===== config.mk =====
export PLATFORM = sky130hd
export DESIGN_NAME = audio_stream_buffer
export DESIGN_NICKNAME = d
export VERILOG_FILES = /design/src/rtl/audio_pkg.sv /design/src/rtl/audio_fifo_mem.sv /design/src/rtl/audio_stream_buffer.sv
export SDC_FILE = /design/constraint.sdc
export NUM_CORES = 1
export LEC_CHECK = 0
export BUFFER_PORTS_ARGS = -buffer_cell sky130_fd_sc_hd__buf_4
export CORE_ASPECT_RATIO = 1.2
export CORE_MARGIN = 3
export CORE_UTILIZATION = 56
export CTS_BUF_LIST = sky130_fd_sc_hd__clkbuf_8
export DETAILED_ROUTE_END_ITERATION = 16
export PLACE_DENSITY = 0.78
export SLEW_MARGIN = 10
export SYNTH_ARGS = -nofsm -noshare
export SYNTH_HDL_FRONTEND = slang
export SYNTH_SLANG_ARGS = --single-unit

===== constraint.sdc =====
create_clock -name clk -period 3.27 [get_ports clk]
set_input_delay 0.654 -clock clk [delete_from_list [all_inputs] [get_ports clk]]
set_output_delay 0.654 -clock clk [all_outputs]
set_load 0.02 [all_outputs]

===== src/rtl/audio_pkg.sv =====
// audio_pkg
// Shared definitions for the audio stream blocks.
//   DATA_W_DEF : default sample width (24 bits)
//   sample_t   : default-width audio sample
//   chan_w()   : width of a channel index field, never less than one bit
package audio_pkg;

  localparam int DATA_W_DEF = 24;

  typedef logic [DATA_W_DEF-1:0] sample_t;

  // A single-channel stream still carries a 1-bit tag so that port and
  // memory widths never collapse to zero.
  function automatic int chan_w(input int nch);
    return (nch > 1) ? $clog2(nch) : 1;
  endfunction

endpackage


===== src/rtl/audio_fifo_mem.sv =====
// audio_fifo_mem
// Simple dual-port register array: one synchronous write port and one
// asynchronous (combinational) read port. Contents are not reset.
// Ports:
//   clk   : system clock
//   we    : write enable, writes wdata to waddr on the rising edge
//   waddr : write address
//   wdata : write data
//   raddr : read address
//   rdata : contents of entry raddr, combinational
module audio_fifo_mem #(
  parameter int DEPTH  = 8,
  parameter int WIDTH  = 25,
  parameter int ADDR_W = $clog2(DEPTH)
) (
  input  logic              clk,
  input  logic              we,
  input  logic [ADDR_W-1:0] waddr,
  input  logic [WIDTH-1:0]  wdata,
  input  logic [ADDR_W-1:0] raddr,
  output logic [WIDTH-1:0]  rdata
);

  logic [WIDTH-1:0] mem [DEPTH];

  // Storage write; no reset because unread entries are never observed.
  always_ff @(posedge clk) begin
    if (we) begin
      mem[waddr] <= wdata;
    end
  end

  assign rdata = mem[raddr];

endmodule


===== src/rtl/audio_stream_buffer.sv =====
// audio_stream_buffer
// Valid/ready first-word-fall-through buffer for audio samples with
// per-sample channel tagging, frame-last flag, fill level, almost-full
// warning and synchronous flush.
// Ports:
//   clk, rst        : clock, asynchronous active-high reset
//   flush           : synchronous clear of contents and channel counter
//   i_valid/o_ready : input handshake, i_data is the incoming sample
//   o_valid/i_ready : output handshake, o_data is the outgoing sample
//   o_chan          : channel index stored with o_data
//   o_last          : o_data is the last channel of its frame
//   level           : current occupancy (0..DEPTH)
//   o_almost_full   : level >= AF_LEVEL
module audio_stream_buffer
  import audio_pkg::*;
#(
  parameter int DATA_W   = DATA_W_DEF,
  parameter int DEPTH    = 8,
  parameter int NCH      = 2,
  parameter int AF_LEVEL = 6
) (
  input  logic                     clk,
  input  logic                     rst,
  input  logic                     flush,
  input  logic                     i_valid,
  output logic                     o_ready,
  input  logic [DATA_W-1:0]        i_data,
  output logic                     o_valid,
  input  logic                     i_ready,
  output logic [DATA_W-1:0]        o_data,
  output logic [chan_w(NCH)-1:0]   o_chan,
  output logic                     o_last,
  output logic [$clog2(DEPTH):0]   level,
  output logic                     o_almost_full
);

  localparam int ADDR_W = $clog2(DEPTH);
  localparam int PTR_W  = ADDR_W + 1;
  localparam int CH_W   = chan_w(NCH);
  localparam int LVL_W  = ADDR_W + 1;
  localparam int MEM_W  = DATA_W + CH_W;

  logic [PTR_W-1:0]  wr_ptr;
  logic [PTR_W-1:0]  rd_ptr;
  logic [CH_W-1:0]   ch_cnt;
  logic [LVL_W-1:0]  level_q;
  logic [LVL_W-1:0]  level_next;
  logic              af_q;
  logic              full;
  logic              empty;
  logic              push;
  logic              pop;
  logic [MEM_W-1:0]  rd_word;

  // The extra pointer MSB distinguishes a full buffer from an empty one
  // when the address bits coincide.
  assign full  = (wr_ptr[ADDR_W] != rd_ptr[ADDR_W]) &&
                 (wr_ptr[ADDR_W-1:0] == rd_ptr[ADDR_W-1:0]);
  assign empty = (wr_ptr == rd_ptr);

  // o_ready deliberately ignores i_ready: a full buffer never passes a
  // sample through, even when a pop happens in the same cycle.
  assign o_ready = !full && !rst;
  assign o_valid = !empty;

  // Flush swallows both handshakes so nothing moves on a flush cycle.
  assign push = i_valid && o_ready && !flush;
  assign pop  = o_valid && i_ready && !flush;

  audio_fifo_mem #(
    .DEPTH  (DEPTH),
    .WIDTH  (MEM_W),
    .ADDR_W (ADDR_W)
  ) u_mem (
    .clk   (clk),
    .we    (push),
    .waddr (wr_ptr[ADDR_W-1:0]),
    .wdata ({ch_cnt, i_data}),
    .raddr (rd_ptr[ADDR_W-1:0]),
    .rdata (rd_word)
  );

  assign o_data = rd_word[DATA_W-1:0];
  assign o_chan = rd_word[MEM_W-1:DATA_W];
  assign o_last = (o_chan == CH_W'(NCH - 1));

  // Occupancy after this edge; also drives the registered almost-full
  // flag so that flag and level change together.
  always_comb begin
    level_next = level_q;
    if (flush) begin
      level_next = '0;
    end else if (push && !pop) begin
      level_next = level_q + LVL_W'(1);
    end else if (pop && !push) begin
      level_next = level_q - LVL_W'(1);
    end
  end

  // Pointer, channel tag, level and almost-full state.
  always_ff @(posedge clk or posedge rst) begin
    if (rst) begin
      wr_ptr  <= '0;
      rd_ptr  <= '0;
      ch_cnt  <= '0;
      level_q <= '0;
      af_q    <= 1'b0;
    end else begin
      level_q <= level_next;
      af_q    <= (level_next >= LVL_W'(AF_LEVEL));
      if (flush) begin
        wr_ptr <= '0;
        rd_ptr <= '0;
        ch_cnt <= '0;
      end else begin
        if (push) begin
          wr_ptr <= wr_ptr + PTR_W'(1);
          ch_cnt <= (ch_cnt == CH_W'(NCH - 1)) ? '0 : ch_cnt + CH_W'(1);
        end
        if (pop) begin
          rd_ptr <= rd_ptr + PTR_W'(1);
        end
      end
    end
  end

  assign level         = level_q;
  assign o_almost_full = af_q;

endmodule


[After elaboration in Yosys (flattened, before gate mapping)]
Memory sizes are Yosys's and may differ from the RTL's.
Cells that the tools add are included.
Word-level totals
  flip-flop bits (word level): 14
  bits in writable memories: 200
  input bits: 29
  output and inout port bits: 33
  word-level logic and storage cells: 43
  memories kept: 1
Memories
  u_mem.mem: depth 8, width 25, rd ports 1, clocked after memory_dff 0, wr ports 1, RTL line audio_fifo_mem.sv:24  | logic [WIDTH-1:0] mem [DEPTH];
Operators by class
  $add $sub $neg: 5
  $lt $le $gt $ge: 1
  equality and inequality tests: 3
  muxes and demuxes: 12
  reduce and logical (&&, ||, !) cells: 16
Operators by type and width (number)
  $mux W4: 7
  $add A4 B1 Y4 const B: 3
  $logic_and A1 B1 Y1: 8
  $logic_not A1 Y1: 6
  $mux W1: 5
  $eq A4 B4 Y1: 1
  $ge A4 B3 Y1 const B: 1
  $reduce_bool A2 Y1: 2
  $sub A4 B1 Y4 const B: 1
  $eq A3 B3 Y1: 1
  $add A1 B1 Y1 const B: 1
  $ne A1 B1 Y1: 1

[Depth between registers and ports, before layout]
Gate-level depths: netlist (run 1).
  depth after elaboration: 12
  mapped depth: 8
  gate-level depth less buffers: 8

[Modules after synthesis]
From an unflattened synthesis (run 1), not the netlist that was laid out.
Unflattened totals
  cell total of the unflattened synthesis: 390
  area, all modules: 8630.8 µm²
By module, submodules not included
  audio_fifo_mem: times used 1, cells an instance 303, area an instance 7761.2 µm², sequential area each 6005.8 µm²
  audio_stream_buffer: times used 1, cells an instance 87, area an instance 869.6 µm², sequential area each 350.3 µm²

[Worst setup path before layout (run 1)]
No wires, ideal clock.
  path kind: input to register
  start point: input port flush
  end point: memory u_mem.mem[0][0], enable pin
  library setup time: 0.438 ns
  arrival time: 3.156 ns
  path slack: -0.325 ns
  stages: 3
  path buffers: 1
  path through: clkbuf_1 > or4_1 > nor3_1
Between the ends
  cells in the longest elaborated chain, start to end: 4
RTL lines
  from (decl): RTL line audio_stream_buffer.sv:24  | input logic flush,
  $logic_not A1 Y1: RTL line audio_stream_buffer.sv:67  | assign push = i_valid && o_ready && !flush;
  $logic_and A1 B1 Y1: RTL line audio_stream_buffer.sv:67
  $mux W1: RTL line audio_fifo_mem.sv:28  | if (we) begin
  $mux W1 (implied by the code): RTL line audio_fifo_mem.sv:29  | mem[waddr] <= wdata;
  to (decl): RTL line audio_fifo_mem.sv:24
Every way passes these cells.

[Final worst setup path (run 1)]
  start point: register rd_ptr[0]
  end point: output port o_data[18]
Between the ends
  cells in the longest elaborated chain, start to end: 1
RTL lines
  from (decl): RTL line audio_stream_buffer.sv:44  | logic [PTR_W-1:0] rd_ptr;
  from (signal assigned): RTL line audio_stream_buffer.sv:121  | rd_ptr <= rd_ptr + PTR_W'(1);
  $mem_v2 Z8 W25
  to (decl): RTL line audio_stream_buffer.sv:30  | output logic [DATA_W-1:0] o_data,
Every way passes these cells.

==> summary.md, run 1 <==
| Metric | Value |
|---|---|
| Critical path's slowest cell | `mux4_2` |
| TritonCTS Buffers | `34` |
| Register area | `between 6000 and 7000 µm²` |
| Global-route wire length before repair | `24800 µm` |
| Worst Path Class, Setup | `flip-flop to output port` |
| DRT Pass-1 Iters | `4` |
| FILL cells | `922` |
| Final wirelength | `about 15000 µm` |
| WP data required | `approximately 2600 ps` |
| Outcome | `complete, no violations` |
| Share of cells above drive strength 1 | `between 40% and 50%` |
| Total number of vias | `4089` |
| DR WL/cell | `about 21 µm` |
| Clock share of power | `approximately 37%` |
| Global routing usage on met1 | `25.5%` |
| Largest net degree at the start of global routing | `47` |
| Setup violators final | `0` |
| Sw Ratio | `between 20% and 30%` |
| Gr busiest metal | `met2` |
| Row count | `between 40 and 50` |
| Clk_skew | `roughly 18 ps` |
| Die H | `141 µm` |
| Total power | `0.00617 W` |
| Top FF cell, synth | `edfxtp_1` |
| Leak | `~3.4 nW` |
| Post-synth cell types | `38` |
| Mapped Cells | `404` |
| Clock tree sinks | `between 200 and 250` |
| CTS tree | `done` |
| CP top delay family | `multiplexers` |
| Register share of total power | `50.0%` |
| Max incr delay on CP | `about 560 ps` |
| Max-slew violation count | `0` |
| Vias in the first global route | `between 4000 and 5000` |
| Gr usage total | `around a fifth` |
| Slew @ Worst Pin | `561 ps` |
| Final period utilization | `approximately 90%` |
| Logic pwr share | `13.5%` |
| Min Tclk post-route | `a little under 3000 ps` |
| N_diodes | `0` |
| Clk Tree Root Cell | `clkbuf_8` |
| DRC Markers | `0` |
| Most frequent cells in the layout | `200 x edfxtp_1, 80 x buf_4, 50 x mux4_2, 35 x clkbuf_8, 25 x mux2_2` |
| Ys async rst share | `under 10%` |
| Initial antenna violation count | `0` |
| Worst path most repeated cell | `buf_4` |
| RSZ-0062 raised after global routing | `no` |
| Ports | `62` |
| Net Count, Synth | `around 440` |
| Most common cell after layout, fill and taps aside | `edfxtp_1` |
| Total power divided by cell area | `618 nW/µm²` |
| Synth-to-Final Area Change | `17.8%` |
| Global route overflow | `0` |
| Setup_tns | `0 ps` |
| Mapped Area | `roughly 8500 µm²` |
| Hpwl dp | `slightly above 9000 µm` |
| Avg Inst Size Synth | `about 21 µm²` |
| Post-synth EDFFs | `200` |
| Synthesis-stage register bit count | `approximately 210` |
| Post-CTS setup buffers | `0` |
| Die X | `approximately 120 µm` |
| Drt first-iter violations | `around 320` |
| GP Congestion | `slightly below 0.8` |
| Startpoint Class | `flip-flop` |
| Starting Density | `about 58%` |
| Buf+Inv Stages, Crit Path | `2` |
| Post-cts sizing count | `0` |
| Slew headroom | `62.6%` |
| Antenna Nets Post-Route | `0` |
| Setup crit end kind | `output port` |
| # H-tree levels | `2` |
| Max Fclk | `between 0.3 and 0.4 GHz` |
| Crit path DAT | `about 2300 ps` |
| Critical Path Fanout Max | `13` |
| Maxcap violations | `0` |
| Via/cell ratio | `roughly 5.7` |
| P_sw | `between 0.001 and 0.0015 W` |
| Area occupied by multi-input gates | `2050 µm²` |
| Final core occ | `a little under 70%` |
| Clock-pin slew on the worst setup and hold paths | `around 60 ps` |
| Port bufs | `61` |
| Routing usage on met3 | `4.78%` |
| Die area | `approximately 17000 µm²` |
| Sequential-to-total area share from yosys stat | `about three quarters` |
| Nets | `~530` |
| Fin. Hold Viols | `0` |
| Worst Hold Class | `input pin to async pin` |
| Core Area | `between 10000 and 15000 µm²` |
| YS warnings | `0` |
| Hold buffers post-CTS | `0` |
| Maximum VDD drop | `about 0.00055 V` |
| Clk_lat worst skew | `roughly 500 ps` |
| Met2 Usage GRT | `around 33%` |
| Max Buffers Root-to-Sink | `3` |
| Worst path cell trace | `buf_4 -> mux4_2 -> mux2_2 -> buf_4` |
| Internal Pwr Total | `roughly 0.0048 W` |
## layer usage
metal | vias up | share of wire [%]
met5 | - | 0
met4 | 0 | 1.5
met3 | 20 | 7.6
met2 | 131 | 53
met1 | 2100 | 38
li1 | 1838 | -
## worst paths after layout
check | from | to | slack [ps] | cells past startpoint
max in group asynchronous | rst | rd_ptr[0]$_DFFE_PP0P_ | 2620 | 2
hold reg to reg | level[3]$_DFF_PP0_ | level[3]$_DFF_PP0_ | 600 | 2
min in group clk | i_data[7] | u_mem.mem[5][7]$_DFFE_PP_ | 390 | 1
setup / recovery | rd_ptr[0]$_DFFE_PP0P_ | o_data[18] | 300 | 4
setup reg to reg | wr_ptr[1]$_DFFE_PP0P_ | u_mem.mem[7][11]$_DFFE_PP_ | 640 | 6
hold / removal | rst | wr_ptr[0]$_DFFE_PP0P_ | 230 | 2
## state kept, by name, summed over array words and instances (netlist names)
| signal | count |
|---|---|
| wr_ptr | 4 |
| ch_cnt | 1 |
| u_mem.mem | 200 |
| rd_ptr | 4 |
| o_almost_full | 1 |
| level | 4 |
## cells in the mapped netlist (all sizes together), types with 2 or more instances
master / number / area [µm²]
inv: 5 / 18.8
buf: 13 / 68.8
o21ai: 2 / 10.0
xor2: 7 / 61.3
xnor2: 11 / 104
nand3: 4 / 20.0
nand2: 11 / 41.3
mux2i: 3 / 30.0
o22ai: 2 / 18.8
ha: 4 / 50.1
edfxtp: 200 / 6010
nand3b: 2 / 15.0
a21oi: 2 / 10.0
clkbuf: 8 / 30.0
nand2b: 3 / 18.8
mux2: 25 / 282
dfrtp: 14 / 350
or3: 2 / 12.5
mux4: 50 / 1130
nor2: 20 / 77.6
nor3: 5 / 30.0
## power groups by stage
stage	logic [W]	registers, W	clock network (W)
after global routing	0.000902	0.00309	0.00244
final	0.000832	0.00309	0.00225
after CTS	0.000847	0.00309	0.00232
after global placement	0.000827	0.00314	0
after detailed placement	0.000843	0.00315	0
after floorplan	0.000560	0.00315	0
## cell type report
cell class | instances | area share, %
Timing Repair Buffer | 82 | 6.41
Sequential cell | 214 | 63.6
Inverter | 5 | 0.188
Tap cell | 200 | 2.50
Clock buffer | 35 | 4.82
Clock inverter | 22 | 1.93
Multi-Input combinational cell | 164 | 20.5
## kinds of logic (layout without fill, tap and decap cells)
group	count (synthesis)	in the layout	share of synthesized area (%)
buffers and inverters	26	144	1.39
AND/OR/NAND/NOR	53	53	3.20
multiplexers	78	78	16.9
AO/OA/AOI/OAI	11	11	1.05
XOR/XNOR	18	18	1.95
adder cells (fa/ha/maj)	4	4	0.590
flip-flops	214	214	74.9
## per-stage QoR
stage               setup slack [ps]  cell area [µm²]  cells  hold slack, ps
detailed placement               647             9320    665             595
floorplan                        341             8500    404             543
finish                           300            10000    722             229
global placement                 750             9320    665             590
CTS                              245            10000    722             223
global route                     200            10000    722             255
No activity file was read; power rests on OpenSTA's default activity.
==> inputs of run 2 (changes only) <==
- CORE_UTILIZATION: 56 -> 62
- PLACE_DENSITY: 0.78 -> 0.82
- clock period: 3.27 -> 3.3 ns (I/O delays scaled with it)
==> run 2 against run 1 <==
Clock skew fell by 0.98 ps. Sequential power barely moved. Global-route usage rose by 1.8 points. Die area fell by 9.2%. Register-to-register slack got worse by 50 ps. Critical path type unchanged. Critical endpoint is now o_data[17]. Largest cell class unchanged. Highest routed layer unchanged.
==> summary.md, run 2 (synthesized netlist as in run 1, its figures left out) <==
| Metric | Value |
|---|---|
| Outcome | `complete, no violations` |
| DP Cell Count | `634 (-4.7%)` |
| Setup_tns | `0 ps (unchanged)` |
| Final core occ | `74.0% (+5.5 points)` |
| Port bufs | `61 (unchanged)` |
| # H-tree levels | `1 (-1)` |
| Clock-pin slew on the worst setup and hold paths | `70 ps (about the same)` |
| Clk Tree Root Cell | `clkbuf_8` |
| Final wirelength | `15800 µm (+1.9%)` |
| Total power divided by cell area | `583 nW/µm² (-5.6%)` |
| Clk_skew | `17.1 ps (-0.981 ps)` |
| DRC Markers | `0 (unchanged)` |
| Row count | `46 (-4.2%)` |
| Setup crit end kind | `output port` |
| Maximum VDD drop | `0.000412 V (-25%)` |
| Total number of vias | `4202 (+2.8%)` |
| Worst slack at placement | `623 ps (-24.7 ps)` |
| Global-route wire length before repair | `24800 µm (about the same)` |
| Share of cells above drive strength 1 | `40.4% (-0.61 points)` |
| N_diodes | `0 (unchanged)` |
| Initial antenna violation count | `0 (unchanged)` |
| Leak | `3.31 nW (-1.3%)` |
| R2R depth | `7 (+1)` |
| Max-slew violation count | `0 (unchanged)` |
| Vias in the first global route | `4365 (-0.95%)` |
| Starting Density | `63.8% (+5.7 points)` |
| Post-DP Area | `9290 µm² (-0.35%)` |
| Ports | `62 (unchanged)` |
| Reg2reg start | `rd_ptr[0]$_DFFE_PP0P_` |
| Reg2Reg Setup Slack | `590 ps (-50 ps)` |
| Nets | `533 (-0.19%)` |
| Min Tclk post-route | `approximately 3000 ps` |
| Hold buffers post-CTS | `0 (unchanged)` |
| Global route overflow | `0 (unchanged)` |
| Critical Path Fanout Max | `13 (unchanged)` |
| Max Buffers Root-to-Sink | `3 (unchanged)` |
| Gr usage total | `21.4% (+1.8 points)` |
| Max Fclk | `0.329 GHz` |
| Most flops, register | `u_mem.mem` |
| Fin. Hold Viols | `0 (unchanged)` |
| Post-Layout Cell Count | `688 (-4.7%)` |
| Setup violators final | `0 (unchanged)` |
| Slew headroom | `60.1% (-2.5 points)` |
| Antenna Nets Post-Route | `0 (unchanged)` |
| DRT Pass-1 Iters | `5 (+1)` |
| Final period utilization | `92.2%` |
| Worst Path Class, Setup | `flip-flop to output port` |
| Most common cell after layout, fill and taps aside | `edfxtp_1` |
| Synth-to-Final Area Change | `16.0%` |
| Die H | `134 µm (-4.7%)` |
| CTS tree | `done` |
| Hpwl dp | `9470 µm (+2.7%)` |
| WP data required | `2640 ps (+20 ps)` |
| Most frequent cells in the layout | `200 x edfxtp_1, 81 x buf_4, 50 x mux4_2, 31 x clkbuf_8, 25 x mux2_2` |
| Crit path DAT | `2380 ps (+60 ps)` |
| TritonCTS Buffers | `31 (-8.8%)` |
| Worst Hold Class | `input pin to async pin` |
| Largest register FFs | `200 (unchanged)` |
| Critical path capture point | `o_data[17]` |
| RSZ-0062 raised after global routing | `no` |
| Slew @ Worst Pin | `598 ps (+36.8 ps)` |
| Worst reg2reg endpoint | `u_mem.mem[5][12]$_DFFE_PP_` |
| Setup slack after layout | `257 ps (-43.6 ps)` |
| Die X | `113 µm (-4.7%)` |
| Cell area after layout | `9840 µm² (-1.5%)` |
| DR WL/cell | `22.9 µm (+6.9%)` |
| Largest net degree at the start of global routing | `36 (-23%)` |
| Maxcap violations | `0 (unchanged)` |
| Startpoint Class | `flip-flop` |
| GP Congestion | `0.816 (+4.1%)` |
| Core Area | `13300 µm² (-8.9%)` |
| Drt first-iter violations | `368 (+14%)` |
| Die area | `15100 µm² (-9.2%)` |
| Clk_lat worst skew | `530 ps (+30 ps)` |
| Via/cell ratio | `6.11 (+7.8%)` |
| Clock tree sinks | `214 (unchanged)` |
| Critical Path Start | `rd_ptr[0]$_DFFE_PP0P_` |
[run 2: cell count changes in the layout (fill, tap and decap cells not counted), sizes merged]
cell	change
clkinvlp	-1
buf	+2
clkbuf	-4
inv	+1
bufinv	-3
clkinv	+3
[run 2: final cells by class]
cell class	count	area, µm²
Sequential cell	214	6360
Fill cell	754	3450
Multi-Input combinational cell	164	2050
Timing Repair Buffer	84	663
Clock buffer	31	427
Tap cell	168	210
Clock inverter	22	113
Inverter	5	18.8
[run 2: per-stage QoR]
step / total power (W) / hold WS, ps
after floorplan: 0.00367 / 549
after CTS: 0.00579 / 199
final: 0.00574 / 224
after detailed placement: 0.00395 / 595
after global placement: 0.00392 / 573
after global routing: 0.00597 / 241
[run 2: what timing repair did]
item | in CTS | in global routing
resized for setup | 0 | 0
endpoints found under the hold margin | 0 | 0
setup buffers | 0 | 1
endpoints found under the setup margin | 0 | 6
[run 2: worst min-delay path by stage]
stage,start,end,slack [ps],depth (start not counted)
detailed placement,level[3]$_DFF_PP0_,level[3]$_DFF_PP0_,590,2
global route,rst,rd_ptr[1]$_DFFE_PP0P_,240,2
CTS,rst,wr_ptr[3]$_DFFE_PP0P_,200,2
finish,rst,level[2]$_DFF_PP0_,220,2
floorplan,rst,ch_cnt$_DFFE_PP0P_,550,1
global placement,level[3]$_DFF_PP0_,level[3]$_DFF_PP0_,570,2
[run 2: worst max-delay path, cell delays in order (launching register included)]
cell	delay (ps)
dfrtp_4	610
buf_4	290
mux4_2	520
mux2_2	280
buf_4	160
[run 2: power breakdown]
group,switching (W),internal [W],leakage (nW)
clock network,0.000891,0.000943,0.318
registers,0.0000582,0.00301,1.99
logic,0.000410,0.000425,1.00
total,0.00136,0.00438,3.31
[run 2: metal layers]
layer | GRT usage [%] | wire [µm] | vias to the layer above
li1 | - | - | 1838
met1 | 30.0 | 6190 | 2164
met2 | 35.3 | 8180 | 166
met3 | 3.93 | 1080 | 34
met4 | 6.21 | 322 | 0
met5 | 0 | 0 | -
